[config.mk]
export PLATFORM = sky130hd
export DESIGN_NAME = pipe_hazard_scoreboard
export DESIGN_NICKNAME = d
export VERILOG_FILES = /design/src/rtl/pipe_hazard_scoreboard.sv
export SDC_FILE = /design/constraint.sdc
export NUM_CORES = 1
export LEC_CHECK = 0
export CAP_MARGIN = 5
export CORE_AREA = 2 2 95 97
export CTS_CLUSTER_DIAMETER = 80
export CTS_CLUSTER_SIZE = 28
export DETAILED_ROUTE_END_ITERATION = 16
export DIE_AREA = 0 0 97 99
export PLACE_DENSITY_LB_ADDON = 0.08
export SLEW_MARGIN = 20
export SYNTH_ARGS = -nofsm -noshare
export SYNTH_HDL_FRONTEND = slang
export SYNTH_SLANG_ARGS = --single-unit
[constraint.sdc]
create_clock -name clock -period 4 [get_ports clock]
set_input_delay 0.8 -clock clock [delete_from_list [all_inputs] [get_ports clock]]
set_output_delay 0.8 -clock clock [all_outputs]
set_load 0.01 [all_outputs]
[src/rtl/pipe_hazard_scoreboard.sv]
// Hazard detection and forward-select unit: tracks destination tags and result
// latencies for DEPTH post-ID stages and stalls ID until each operand is forwardable.
module pipe_hazard_scoreboard #(
  parameter int AW    = 5,
  parameter int DEPTH = 4,
  parameter int SW    = 3,
  parameter int LW    = 3
) (
  input  logic          clock,
  input  logic          resetn,
  input  logic          id_valid,
  input  logic [AW-1:0] rs,
  input  logic [AW-1:0] rt,
  input  logic          use_rs,
  input  logic          use_rt,
  input  logic          wr_en,
  input  logic [AW-1:0] rd,
  input  logic [LW-1:0] lat,
  input  logic          ext_stall,
  input  logic          flush,
  output logic          stall,
  output logic          issue,
  output logic [SW-1:0] fwda,
  output logic [SW-1:0] fwdb,
  output logic          wb_valid,
  output logic [AW-1:0] wb_rn,
  output logic [31:0]   stall_cycles
);

  logic          v_p   [1:DEPTH];
  logic [AW-1:0] rn_p  [1:DEPTH];
  logic [LW-1:0] lat_p [1:DEPTH];
  logic          haz_a;
  logic          haz_b;

  function automatic logic [LW-1:0] clamp_lat(input logic [LW-1:0] l);
    if (l == '0)
      return LW'(1);
    else if (int'(l) > DEPTH)
      return LW'(DEPTH);
    else
      return l;
  endfunction

  function automatic logic [31:0] sat_inc(input logic [31:0] c);
    return (c == '1) ? c : c + 32'd1;
  endfunction

  // ID stage: operand lookup, scanning oldest to youngest so the youngest match wins
  always_comb begin
    fwda  = '0;
    fwdb  = '0;
    haz_a = 1'b0;
    haz_b = 1'b0;
    for (int k = DEPTH; k >= 1; k--) begin
      if (use_rs && rs != '0 && v_p[k] && rn_p[k] == rs) begin
        haz_a = (k < int'(lat_p[k]));
        fwda  = haz_a ? '0 : SW'(k);
      end
      if (use_rt && rt != '0 && v_p[k] && rn_p[k] == rt) begin
        haz_b = (k < int'(lat_p[k]));
        fwdb  = haz_b ? '0 : SW'(k);
      end
    end
  end

  assign stall    = id_valid & ~flush & (haz_a | haz_b);
  assign issue    = id_valid & ~stall & ~flush & ~ext_stall;
  assign wb_valid = v_p[DEPTH];
  assign wb_rn    = rn_p[DEPTH];

  // Stages 1..DEPTH: tag pipe advance and stall-cycle counter
  always_ff @(posedge clock or negedge resetn) begin
    if (!resetn) begin
      for (int k = 1; k <= DEPTH; k++) begin
        v_p[k]   <= 1'b0;
        rn_p[k]  <= '0;
        lat_p[k] <= '0;
      end
      stall_cycles <= '0;
    end else if (!ext_stall) begin
      v_p[1]   <= issue & wr_en & (rd != '0);
      rn_p[1]  <= rd;
      lat_p[1] <= clamp_lat(lat);
      for (int k = 2; k <= DEPTH; k++) begin
        v_p[k]   <= v_p[k-1];
        rn_p[k]  <= rn_p[k-1];
        lat_p[k] <= lat_p[k-1];
      end
      if (stall)
        stall_cycles <= sat_inc(stall_cycles);
    end
  end

endmodule

==> impl_metrics.toml <==
[cells_and_area]
fillers = 748
seqCellArea_um2 = 1700
drive_above_1_share_pct = 26.5
nets = 454
multiInputGateArea_um2 = 1980
n_antenna_cell = 0
final_cell_mix = "dfrtp_1 (68), xnor2_1 (65), clkdlybuf4s50_1 (60), mux2_2 (33), buf_4 (33)"
final_common_cell = "dfrtp_1"
area_delta_synth_final_pct = 30.4
fin_area_um2 = 4920

[outcome]
status = "complete, no violations"

[worst_setup_path]
cp_num_cells = 9
crit_path_start_kind = "primary input"
r2r_cells = 10
crit_chain = "dlygate4sd2_1 -> or4_4 -> o21ai_4 -> nor3_2 -> or4_4 -> mux2i_4 -> buf_4 -> buf_4 -> dlygate4sd2_1"
path_max_fanout = 3
cpMaxStageDelayCell = "or4_4"
cp.required_ps = 3200
max_stage_delay_ps = 550
end_kind = "output pin"
crit_family = "simple AND/OR/NAND/NOR gates"
crit_buf_inv = 4
critPathKind = "in -> out"
worstPathArrival_ps = 3070

[power_and_ir_drop]
p_per_area_nw_per_um2 = 327
finalPower_mw = 1.61
max-vdd-ir-drop_mv = 0.177
leakagePower_nw = 2.00

[sta]
drv_slew = 0
hold_viol = 0
finalSetupViolations = 0
grt_setup_unrepaired = "false"
slew_headroom_pct = 39.4
clock.fmax_mhz = 259
period_needed_ps = 3870
clock_skew_ps = 10.1
worst_pin_slew_ps = 902
fin_crit_sh_pct = 96.7

[global_route]
grt_max_degree = 43
antenna_found_initial = 0
grt_overflow = 0
grt.total_usage_pct = 19.0
grt_pass1_wl_um = 14600
grt_pass1_vias = 2865

[routing]
firstDrtPassIters = 4
wire_per_inst_um = 15.8
antenna_left = 0
drc = 0
drt-initial-drc-count = 78
wirelength_um = 8510
vias = 2765
vias_per_cell = 5.13

[synthesis]
synthCells = 337
ys_seq_elements = 68
synth_edf_count = 0
syn_area_um2 = 3780
synth_flop_cell = "dfrtp_1"
syn-num-nets = 364
synth_seq_area_share_pct = 45.1
syn_avg_cell_area_um2 = 11.2
yosysTopAreaCell = "dfrtp_1"
ys_types = 47
ys_warn_count = 0
async_reset_ff_share_pct = 100
synthTopCellsByArea = "dfrtp_1 (45%), xnor2_1 (15%), mux2_2 (9.8%)"
synth_top_cell_area_share_pct = 45.1

[placed_design]
placed_area_um2 = 4690
post-dp-hpwl_um = 6250
routabilityCongestion = 0.862
port_buffers = 71

[clock_tree]
cts_tree = "yes"
cts_buffers = 9
htreeDepth = 3
clk_pin_slew_worst_paths_ps = 70
cts_sinks = 68
cts_buffer_depth = 2
clock_latency_ps = 340
root_buffer = "clkbuf_8"

[floorplanning]
fp.dieW_um = 97
dieArea_um2 = 9600
core_um2 = 8550
fp.dieH_um = 99
placementRows = 34
ios = 72
start_util_pct = 44.2

[worst_hold_path]
min_path_type = "in -> async"

[job]
drv_cap = 0
## synth_stat cells (4+ instances only)
master	number
nor4_1	5
nand4_1	20
nand3_2	14
nor2_1	8
buf_6	4
buf_2	6
buf_4	5
and3_1	15
mux2_2	33
nor3_1	7
nand3_1	9
nand2_1	19
dfrtp_1	68
and2_1	4
xnor2_1	65
clkbuf_1	8
xor2_1	6
## final cells by class
cell class / instances / share of cell area (%)
Sequential cell: 68 / 34.6
Tap cell: 108 / 2.75
Multi-Input combinational cell: 243 / 40.1
Inverter: 1 / 0.0763
Clock buffer: 13 / 3.23
Timing Repair Buffer: 104 / 19.0
Clock inverter: 2 / 0.203
## per-layer routing
layer	part of all wire, %	routed length, um	vias to the layer above	global-route usage, %
li1	-	-	1353	-
met1	49	4150	1350	26.6
met2	47	4020	60	29.8
met3	3.7	311	2	5.82
met4	0.27	23	0	3.36
met5	0	0	-	0
## final timing paths
| check | from | to | slack [ps] |
|---|---|---|---|
| worst max-delay path | rs[1] | fwda[0] | 130 |
| worst min-delay path | resetn | stall_cycles[0] | 470 |
| worst max register to register | rn_p[9] | stall_cycles[1] | 1220 |
| worst min register to register | stall_cycles[11] | stall_cycles[11] | 490 |
| max in group asynchronous | resetn | stall_cycles[14] | 2560 |
| min in group clock | stall_cycles[11] | stall_cycles[11] | 490 |
## report_power, final
part | switching (mW) | leakage, nW | internal, mW | total, mW
sequential | 0.0735 | 0.886 | 0.746 | 0.820
combinational | 0.119 | 1.03 | 0.171 | 0.290
clock | 0.247 | 0.0893 | 0.254 | 0.502
## worst register-to-register path, delay by kind of cell (launching register included)
family | cells | cell delay, ps
muxes | 1 | 330
xor gates and xnor gates | 1 | 160
DFF | 1 | 450
buffers and inverters | 2 | 560
AOI/OAI and AO/OA | 3 | 530
and+or+nand+nor | 3 | 640
## state kept, by name, indices dropped and copies added, names as in the netlist
| register | cells |
|---|---|
| v_p | 3 |
| wb_rn | 5 |
| wb_valid | 1 |
| lat_p | 12 |
| stall_cycles | 32 |
| rn_p | 15 |
## what timing repair did
action,CTS,global route
gates resized for setup,16,9
endpoints found under the setup margin,7,6
hold buffers,0,0
pin swaps,3,5
buffers inserted,2,1
## metrics by stage
stage | hold slack, ps | utilization (%) | setup TNS (ps) | cells | worst slack, ps
after global placement | 469 | 54.9 | -1250 | 521 | -395
after detailed placement | 484 | 54.9 | -1540 | 521 | -480
after floorplan | 448 | - | 0 | 337 | 242
final | 472 | 57.6 | 0 | 539 | 132
after global routing | 494 | 57.6 | 0 | 539 | 5.56
after CTS | 475 | 57.2 | 0 | 538 | 5.56
## cells by family (layout without fill, tap and decap cells)
logic type               count (synthesis)  in the layout  share of synthesized area, %
AND/OR/NAND/NOR                        118            118                          19.4
XOR/XNOR                                71             71                          16.5
adder cells (fa/ha/maj)                  1              1                         0.331
multiplexers                            35             35                          10.7
AO/OA/AOI/OAI                           18             18                          3.91
buffers and inverters                   26            120                          4.11
flip-flops                              68             68                          45.1
(Power assumes the default switching activity.)
